[src/rtl/seq_multiplier_64.sv]
// Radix-2 shift-add multiplier for the RV64 M-extension multiply family.
// It computes one multiplier bit per cycle on sign-stripped operands, then
// applies the product sign and selects the requested 64-bit half.
//
// state | meaning
// IDLE  | waiting for start; operands, op and sign are latched on start
// CALC  | 64 shift-add steps, multiplier consumed LSB-first
// SIGN  | apply the product sign, load result, pulse done
module seq_multiplier_64 #(
  parameter int WIDTH = 64
) (
  input  logic             clk,
  input  logic             reset,
  input  logic             start,
  input  logic [1:0]       mul_op,
  input  logic [WIDTH-1:0] a,
  input  logic [WIDTH-1:0] b,
  output logic             busy,
  output logic             done,
  output logic [WIDTH-1:0] result
);

  localparam int CW = $clog2(WIDTH);
  localparam logic [1:0] OP_MUL    = 2'b00;
  localparam logic [1:0] OP_MULH   = 2'b01;
  localparam logic [1:0] OP_MULHSU = 2'b10;
  localparam logic [WIDTH-1:0]   ONE_W  = WIDTH'(1);
  localparam logic [2*WIDTH-1:0] ONE_2W = (2*WIDTH)'(1);
  localparam logic [CW-1:0]      CNT_LAST = CW'(WIDTH - 1);

  typedef enum logic [1:0] {
    IDLE = 2'd0,
    CALC = 2'd1,
    SIGN = 2'd2
  } state_t;

  state_t             state_q, state_d;
  logic [1:0]         op_q, op_d;
  logic [WIDTH-1:0]   mcand_q, mcand_d;
  logic [WIDTH-1:0]   mplier_q, mplier_d;
  logic [2*WIDTH-1:0] acc_q, acc_d;
  logic [CW-1:0]      cnt_q, cnt_d;
  logic               neg_q, neg_d;
  logic [WIDTH-1:0]   result_q, result_d;
  logic               busy_q, busy_d;
  logic               done_q, done_d;

  logic               a_signed, b_signed;
  logic               a_neg, b_neg;
  logic [WIDTH-1:0]   a_abs, b_abs;
  logic [WIDTH:0]     sum;
  logic [2*WIDTH-1:0] prod;

  // Operand conditioning, the 65-bit partial sum and the signed product.
  // The magnitude of the most negative value is itself, read as unsigned.
  always_comb begin
    a_signed = (mul_op == OP_MULH) || (mul_op == OP_MULHSU);
    b_signed = (mul_op == OP_MULH);
    a_neg    = a_signed && a[WIDTH-1];
    b_neg    = b_signed && b[WIDTH-1];
    a_abs    = a_neg ? (~a + ONE_W) : a;
    b_abs    = b_neg ? (~b + ONE_W) : b;
    sum      = {1'b0, acc_q[2*WIDTH-1:WIDTH]} +
               (mplier_q[0] ? {1'b0, mcand_q} : {(WIDTH+1){1'b0}});
    prod     = neg_q ? (~acc_q + ONE_2W) : acc_q;
  end

  // Next-state and datapath control.
  always_comb begin
    state_d  = state_q;
    op_d     = op_q;
    mcand_d  = mcand_q;
    mplier_d = mplier_q;
    acc_d    = acc_q;
    cnt_d    = cnt_q;
    neg_d    = neg_q;
    result_d = result_q;
    busy_d   = busy_q;
    done_d   = 1'b0;
    case (state_q)
      IDLE: begin
        if (start) begin
          op_d     = mul_op;
          mcand_d  = a_abs;
          mplier_d = b_abs;
          neg_d    = a_neg ^ b_neg;
          acc_d    = '0;
          cnt_d    = '0;
          busy_d   = 1'b1;
          state_d  = CALC;
        end
      end
      CALC: begin
        // Carry out of the add lands in bit 127 after the shift.
        acc_d    = {sum, acc_q[WIDTH-1:1]};
        mplier_d = mplier_q >> 1;
        cnt_d    = cnt_q + CW'(1);
        if (cnt_q == CNT_LAST) begin
          state_d = SIGN;
        end
      end
      SIGN: begin
        result_d = (op_q == OP_MUL) ? prod[WIDTH-1:0] : prod[2*WIDTH-1:WIDTH];
        done_d   = 1'b1;
        busy_d   = 1'b0;
        state_d  = IDLE;
      end
      default: begin
        busy_d  = 1'b0;
        state_d = IDLE;
      end
    endcase
  end

  // State and datapath registers with synchronous reset.
  always_ff @(posedge clk) begin
    if (reset) begin
      state_q  <= IDLE;
      op_q     <= '0;
      mcand_q  <= '0;
      mplier_q <= '0;
      acc_q    <= '0;
      cnt_q    <= '0;
      neg_q    <= 1'b0;
      result_q <= '0;
      busy_q   <= 1'b0;
      done_q   <= 1'b0;
    end else begin
      state_q  <= state_d;
      op_q     <= op_d;
      mcand_q  <= mcand_d;
      mplier_q <= mplier_d;
      acc_q    <= acc_d;
      cnt_q    <= cnt_d;
      neg_q    <= neg_d;
      result_q <= result_d;
      busy_q   <= busy_d;
      done_q   <= done_d;
    end
  end

  assign busy   = busy_q;
  assign done   = done_q;
  assign result = result_q;

endmodule

[config.mk]
export PLATFORM = sky130hd
export DESIGN_NAME = seq_multiplier_64
export DESIGN_NICKNAME = d
export VERILOG_FILES = /design/src/rtl/seq_multiplier_64.sv
export SDC_FILE = /design/constraint.sdc
export NUM_CORES = 1
export LEC_CHECK = 0
export BUFFER_PORTS_ARGS = -buffer_cell sky130_fd_sc_hd__buf_2
export CORE_MARGIN = 2
export CORE_UTILIZATION = 55
export DETAILED_ROUTE_END_ITERATION = 8
export HOLD_SLACK_MARGIN = 0.12
export PLACE_DENSITY = 0.79
export SLEW_MARGIN = 40
export SYNTH_ARGS = -nofsm -noshare
export SYNTH_HDL_FRONTEND = slang
export SYNTH_SLANG_ARGS = --single-unit
[constraint.sdc]
create_clock -name clk -period 4.7 [get_ports clk]
set_input_delay 0.47 -clock clk [delete_from_list [all_inputs] [get_ports clk]]
set_output_delay 0.47 -clock clk [all_outputs]
set_load 0.005 [all_outputs]
==> summary.md, run 1 <==
| Metric | Value |
|---|---|
| Status | completed |
| Final min period | 4.20 ns |
| Maximum clock path buffer count | 3 |
| Final setup violating endpoints | 0 |
| Syn Nets | 3,122 |
| CP top delay family | compound AO/OA/AOI/OAI gates |
| Hold WC Path Type | primary input to flop |
| Part of the power in the clock network | 44.0% |
| Max Freq | 238 MHz |
| Top FF cell, synth | dfxtp_1 |
| Reg2Reg Depth | 13 |
| CORE AREA | 39,800 µm² |
| I/O Buffers | 198 |
| Sequential share of the synthesized area | 30.0% |
| RSZ-0062 raised after global routing | no |
| Detail Route Antenna Nets | 0 |
| Min-delay src | b[63] |
| Worst reg2reg path endpoint | acc_q[125] |
| Synth-to-Final Area Change | 12.3% |
| RR Startpoint | mplier_q[0] |
| Net Sw Frac | 28.8% |
| Setup CP Type | flop to flop |
| Die Wd | 205 µm |
| Worst Path Max Fanout | 45 |
| Post-synth EDFFs | 0 |
| DR iter-0 viols | 2,219 |
| Vias in the first global route | 21,300 |
| Starting Density | 55.9% |
| Setup Skew | 0.0339 ns |
| Synth Register Bits | 333 |
| Pwr/cell area | 294 nW/µm² |
| CTS H-tree lvls | 2 |
| CTS root buffer | clkbuf_16 |
| Ys async rst share | 0% |
| Clock buffer count from CTS | 39 |
| Worst Tran Pin Value | 0.876 ns |
| Most frequent cells in the layout | nand2_1 (362), dfxtp_1 (332), a21oi_1 (233) |
| # resized after CTS | 0 |
| Final Hold Vio Count | 0 |
| Max_cap viols | 0 |
| CP arrival | 4.64 ns |
| Synth warn | 0 |
| Final estimated routing congestion in global placement | 1.01 |
| Worst VDD drop | 0.283 mV |
| Hold Path End | mplier_q[63] |
| Final core utilization | 62.7% |
| Row count | 73 |
| Drt via density | 6.48 |
| First-pass GRT wire length | 117 mm |
| Slew HR | 41.6% |
| Synth unique cells | 89 |
| Final hold slack | 0.179 ns |
| Int Pwr | 5.23 mW |
| CTS tree | yes |
| Critical Path, Cell by Cell | buf_4 -> and2_1 -> ha_1 -> a21o_1 -> a31oi_1 -> nor2_1 -> o41a_1 -> o311a_1 -> a21oi_1 -> o41ai_1 -> a221oi_1 -> a2111o_1 -> nand3_1 |
| Via count | 23,100 |
| Avg WL per Cell | 20.9 µm |
| Top Ports | 199 |
| Share of cells above drive strength 1 | 12.7% |
| Switch Pwr | 2.12 mW |
| Largest net degree at the start of global routing | 178 |
| Clock-pin slew on the worst setup and hold paths | 0.06 ns |
| Gr usage total | 34.7% |
| Final WL | 74.5 mm |
| Slowest cell on the critical path | dfxtp_1 |
| Design Power | 7.35 mW |
| Nets | 3,208 |
| Avg Cell Area, Syn | 7.62 µm² |
| Largest area contributor in the netlist | dfxtp_1 |
| DRC | 0 |
| Clock sinks | 333 |
| Worst-Skew Late Latency | 0.58 ns |
| Mapped Area | 22,200 µm² |
| Commonest non-fill, non-tap cell in the layout | nand2_1 |
| Die area | 42,100 µm² |
| Req. time, crit path | 5.14 ns |
| Nature of the critical path startpoint | flop |
| GR Overflow Total | 0 |
| Setup TNS | 0 ns |
| DR pass1 iterations | 6 |
| Die H | 205 µm |
| Combinational fraction of design power | 14.9% |
| Initial antenna violation count | 2 |
| Worst path max stage delay | 0.56 ns |
| Endpoint class of the critical path | flop |
| Slew Viols, Final | 0 |
| DP HPWL | 54.8 mm |
| Synth top area share | 30.0% |
| Mapped Cells | 2,919 |
| Reg power frac | 41.1% |
| Crit path buffers/inverters | 1 |
| Synth area leaders | dfxtp_1 (30%), nand2_1 (6.1%), a21oi_1 (5.2%), xnor2_1 (4.5%), xor2_1 (4.3%) |
| R2r setup slk | 0.50 ns |
| Setup Buffers After CTS | 0 |
| Hold-fix buffers at CTS | 0 |
| Hold Path Depth | 2 |
| Lkg Pwr | 10.4 nW |
| Tcrit/Tclk final | 89.3% |
-- synth_stat cells, types with 11 or more instances --
| master | count |
|---|---|
| inv_1 | 51 |
| o41ai_1 | 16 |
| or4_1 | 19 |
| o211ai_1 | 17 |
| ha_1 | 69 |
| a22oi_1 | 54 |
| a21oi_1 | 233 |
| or3_1 | 47 |
| o21bai_1 | 18 |
| clkbuf_1 | 178 |
| a311oi_1 | 26 |
| o21ai_0 | 171 |
| o22ai_1 | 19 |
| nor2_1 | 219 |
| xnor2_1 | 114 |
| nand2b_1 | 24 |
| nand3_1 | 89 |
| and3_1 | 18 |
| o221ai_1 | 11 |
| a22o_1 | 69 |
| dfxtp_1 | 333 |
| a211oi_1 | 69 |
| nor3_1 | 103 |
| a31oi_1 | 39 |
| o31ai_1 | 43 |
| or2_2 | 13 |
| buf_1 | 19 |
| a21o_1 | 47 |
| a32o_1 | 13 |
| a221oi_1 | 11 |
| xor2_1 | 109 |
| and2_1 | 80 |
| nor4_1 | 38 |
| nand4_1 | 29 |
| nand2_1 | 364 |
-- area by class of cell --
type / instances / area [µm²]
fillers: 3566 / 14800
well taps: 525 / 657
flip-flops and latches: 333 / 6670
multi-input cells: 2333 / 14700
clock inverters: 15 / 211
clock buffers: 56 / 1140
inverters: 51 / 191
repair buffers: 247 / 1410
diodes: 2 / 5.00
-- worst max path at each step --
stage                       endpoint   startpoint  depth (start not counted)
after floorplan           acc_q[125]  mplier_q[0]                         15
after global placement    acc_q[121]  mplier_q[0]                         13
after detailed placement  acc_q[125]  mplier_q[0]                         13
after CTS                 acc_q[121]  mplier_q[0]                         13
after global routing      acc_q[121]  mplier_q[0]                         13
final                     acc_q[125]  mplier_q[0]                         13
-- flip-flops by register name (all words and copies together) (netlist names) --
name / flops
acc_q: 128
busy: 1
cnt_q: 6
done: 1
mcand_q: 64
mplier_q: 64
neg_q: 1
op_q: 2
result: 64
state_q: 2
-- logic make-up (layout without fill, tap and decap cells) --
| group | count (synthesis) | in the layout | share of synthesized area (%) |
|---|---|---|---|
| AOI/OAI and AO/OA | 916 | 916 | 27.3 |
| xor gates and xnor gates | 223 | 223 | 8.78 |
| adders and majority gates | 70 | 70 | 3.97 |
| buffers and inverters | 253 | 369 | 4.34 |
| DFF | 333 | 333 | 30.0 |
| muxes | 12 | 12 | 0.607 |
| other | 0 | 2 | 0 |
| and+or+nand+nor | 1112 | 1112 | 25.0 |
-- worst register-to-register path, delay by kind of cell (launching register included) --
kind / cells / cell delay (ns)
buffers and inverters: 1 / 0.42
AOI/OAI and AO/OA: 8 / 2.45
adders and majority gates: 1 / 0.30
and+or+nand+nor: 3 / 0.35
DFF: 1 / 0.56
-- metal layers --
metal	routed length, µm	global-route usage, %	vias to the layer above
met5	10	0	-
met4	2690	14.2	2
li1	-	-	10900
met3	6780	6.11	165
met1	33300	49.1	10900
met2	31800	52.1	1192
-- power groups by stage --
stage          Sequential (mW)  Clock (mW)  Combinational, mW
2_1_floorplan             3.03           0              0.730
3_3_place_gp              3.07           0               1.04
3_5_place_dp              3.07           0               1.07
4_1_cts                   3.01        3.25               1.07
5_1_grt                   3.02        3.36               1.19
6_report                  3.02        3.23               1.10
-- through the flow --
| step | cell area (µm²) | setup slack (ns) | instances |
|---|---|---|---|
| 2_1_floorplan | 22200 | 1.19 | 2919 |
| 3_3_place_gp | 23500 | 0.645 | 3487 |
| 3_5_place_dp | 23600 | 0.562 | 3489 |
| 4_1_cts | 25000 | 0.516 | 3560 |
| 5_1_grt | 25000 | 0.187 | 3561 |
| 6_report | 25000 | 0.503 | 3562 |
Power figures use the tool's default switching activity.
==> run 2, diff against run 1 <==
--- a/config.mk
+++ b/config.mk
@@ -10,6 +10,7 @@
 export CORE_UTILIZATION = 55
 export DETAILED_ROUTE_END_ITERATION = 8
 export HOLD_SLACK_MARGIN = 0.12
+export MAX_ROUTING_LAYER = met4
 export PLACE_DENSITY = 0.79
 export SLEW_MARGIN = 40
 export SYNTH_ARGS = -nofsm -noshare
==> run 2 against run 1 <==
  * Die area unchanged
  * Clock power decreased by 2%
  * Global-route usage rose by 1.8 points
  * First-iteration DRC count down 1.3%
  * Non-clock buffer count is 3 higher
  * Clock skew down 0.012 ns
  * Highest routed layer is now met4
  * Power fell by 0.56%
  * Sequential share of layout area stayed put
==> summary.md, run 2 (synthesized netlist as in run 1, its figures left out) <==
| Metric | Value |
|---|---|
| Hold Path End | mplier_q[63] |
| Avg WL per Cell | 21.4 µm (+2.5%) |
| Worst reg2reg path endpoint | acc_q[127] |
| Gr usage total | 36.6% (+1.8 points) |
| Design Power | 7.30 mW (-0.56%) |
| Initial antenna violation count | 1 (-1) |
| Fillers | 3,621 (+1.5%) |
| Cell mode on critical path | a21oi_1 |
| Reg2Reg Depth | 13 (unchanged) |
| Worst Tran Pin Value | 0.823 ns (-0.0536 ns) |
| Starting Density | 55.9% (unchanged) |
| Clock-pin slew on the worst setup and hold paths | 0.06 ns (about the same) |
| Crit path buffers/inverters | 1 (unchanged) |
| Drt via density | 6.47 (-0.29%) |
| Slew HR | 44.7% (+3.1 points) |
| Slew Viols, Final | 0 (unchanged) |
| R2r setup slk | 0.57 ns (+0.07 ns) |
| Synth-to-Final Area Change | 12.3% (unchanged) |
| Hold Path Depth | 2 (unchanged) |
| Nets | 3,210 (+0.062%) |
| Final estimated routing congestion in global placement | 1.00 (-0.80%) |
| Top Ports | 199 (unchanged) |
| Worst Setup SP | mplier_q[0] |
| Final Hold Vio Count | 0 (unchanged) |
| Die area | 42,100 µm² (unchanged) |
| Die Wd | 205 µm (unchanged) |
| Worst-Skew Late Latency | 0.58 ns (about the same) |
| Top sig layer | met4 |
| Worst VDD drop | 0.218 mV (-23%) |
| Maximum clock path buffer count | 3 (unchanged) |
| DRC | 0 (unchanged) |
| Final setup violating endpoints | 0 (unchanged) |
| Setup TNS | 0 ns (unchanged) |
| Final WL | 76.4 mm (+2.5%) |
| Clock sinks | 333 (unchanged) |
| I/O Buffers | 198 (unchanged) |
| Wire length on met3 | 6.74 mm (-0.62%) |
| Worst path max stage delay | 0.47 ns (-0.09 ns) |
| Setup CP Type | flop to flop |
| Die H | 205 µm (unchanged) |
| DR iter-0 viols | 2,191 (-1.3%) |
| CP top delay family | compound AO/OA/AOI/OAI gates |
| Max Freq | 242 MHz (+1.6%) |
| Critical Path, Cell by Cell | buf_12 -> and2_1 -> ha_1 -> nand2b_1 -> a21oi_1 -> o41ai_1 -> o31ai_1 -> a211oi_1 -> o21ai_0 -> a311o_1 -> a21oi_1 -> o211ai_1 -> a41o_1 |
| Detail Route Antenna Nets | 0 (unchanged) |
| DR WL met2 | 32.4 mm (+2.0%) |
| Row count | 73 (unchanged) |
| Max_cap viols | 0 (unchanged) |
| # resized after CTS | 0 (unchanged) |
| Largest net degree at the start of global routing | 181 (+1.7%) |
| GR Overflow Total | 0 (unchanged) |
| Pwr/cell area | 292 nW/µm² (-0.56%) |
| Slowest cell on the critical path | o41ai_1 |
| DR pass1 iterations | 6 (unchanged) |
| Most frequent cells in the layout | nand2_1 (363), dfxtp_1 (332), a21oi_1 (233) |
| Worst Path Max Fanout | 60 (+33%) |
| Lkg Pwr | 10.4 nW (about the same) |
| Final min period | 4.13 ns (-0.0666 ns) |
| Clock buffer count from CTS | 38 (-2.6%) |
| Nature of the critical path startpoint | flop |
| Via count | 23,000 (-0.29%) |
| Top reg by flops | acc_q |
| RR Startpoint | mplier_q[0] |
| CORE AREA | 39,800 µm² (unchanged) |
| Endpoint class of the critical path | flop |
| Min-delay src | b[63] |
| Share of cells above drive strength 1 | 12.7% (about the same) |
| Commonest non-fill, non-tap cell in the layout | nand2_1 |
| Hold-fix buffers at CTS | 0 (unchanged) |
| Setup Skew | 0.0219 ns (-0.0120 ns) |
| DP HPWL | 56.1 mm (+2.4%) |
| CTS root buffer | clkbuf_16 |
| CTS H-tree lvls | 2 (unchanged) |
| Status | completed |
| CTS tree | yes |
| Final core utilization | 62.7% (unchanged) |
| Stages on the worst setup path | 13 (unchanged) |
| CP arrival | 4.60 ns (-0.04 ns) |
| Setup Buffers After CTS | 0 (unchanged) |
| RSZ-0062 raised after global routing | no |
| Max FFs per register | 128 (unchanged) |
| Tcrit/Tclk final | 87.9% (-1.4 points) |
| First-pass GRT wire length | 118 mm (+1.3%) |
| Met1 Routed Length | 34.4 mm (+3.5%) |
| Vias in the first global route | 21,100 (-0.96%) |
| Req. time, crit path | 5.17 ns (+0.03 ns) |
| Hold WC Path Type | primary input to flop |
==> run 2: cell count changes in the layout (fill, tap and decap cells not counted), moves of 2 or more <==
cell | before | now
clkbuf_8 | 6 | 3
bufinv_16 | 4 | 6
clkinvlp_4 | 1 | 4
buf_12 | 1 | 4
clkbuf_16 | 41 | 38
nor4_2 | 5 | 3
buf_4 | 46 | 43
buf_6 | 1 | 5
clkbuf_1 | 9 | 6
nor4_1 | 35 | 37
==> run 2: how the worst max path moves through the flow <==
stage	endpoint	slack, ns
2_1_floorplan	acc_q[125]	1.19
3_3_place_gp	acc_q[127]	0.72
3_5_place_dp	acc_q[127]	0.58
4_1_cts	acc_q[127]	0.55
5_1_grt	acc_q[127]	0.27
6_report	acc_q[127]	0.57
==> run 2: power by group <==
group          internal, mW  switching, mW  total (mW)  leakage [nW]
sequential             2.93         0.0864        3.01          2.71
combinational         0.379          0.733        1.11          7.04
clock                  1.88           1.29        3.18         0.634
==> run 2: cell type report <==
cell class | instances | area [µm²] | area share, %
Antenna cell | 1 | 2.50 | 0.0100
Clock buffer | 47 | 1010 | 4.06
Clock inverter | 22 | 304 | 1.22
Inverter | 51 | 191 | 0.766
Multi-Input combinational cell | 2333 | 14700 | 58.8
Sequential cell | 333 | 6670 | 26.7
Tap cell | 525 | 657 | 2.63
Timing Repair Buffer | 250 | 1460 | 5.84
==> run 2: metrics by stage <==
stage / cells / cell area, µm² / setup WS (ns) / hold slack (ns)
6_report: 3562 / 25000 / 0.569 / 0.181
5_1_grt: 3562 / 25000 / 0.271 / 0.185
4_1_cts: 3560 / 25000 / 0.553 / 0.164
3_5_place_dp: 3491 / 23600 / 0.583 / 0.432
3_3_place_gp: 3490 / 23600 / 0.722 / 0.421
2_1_floorplan: 2919 / 22200 / 1.19 / 0.427
==> run 2: per-layer routing <==
| metal | track usage, % | up-vias |
|---|---|---|
| li1 | - | 10900 |
| met1 | 50.5 | 10800 |
| met2 | 53.7 | 1111 |
| met3 | 6.09 | 180 |
| met4 | 13.0 | 0 |
| met5 | - | - |
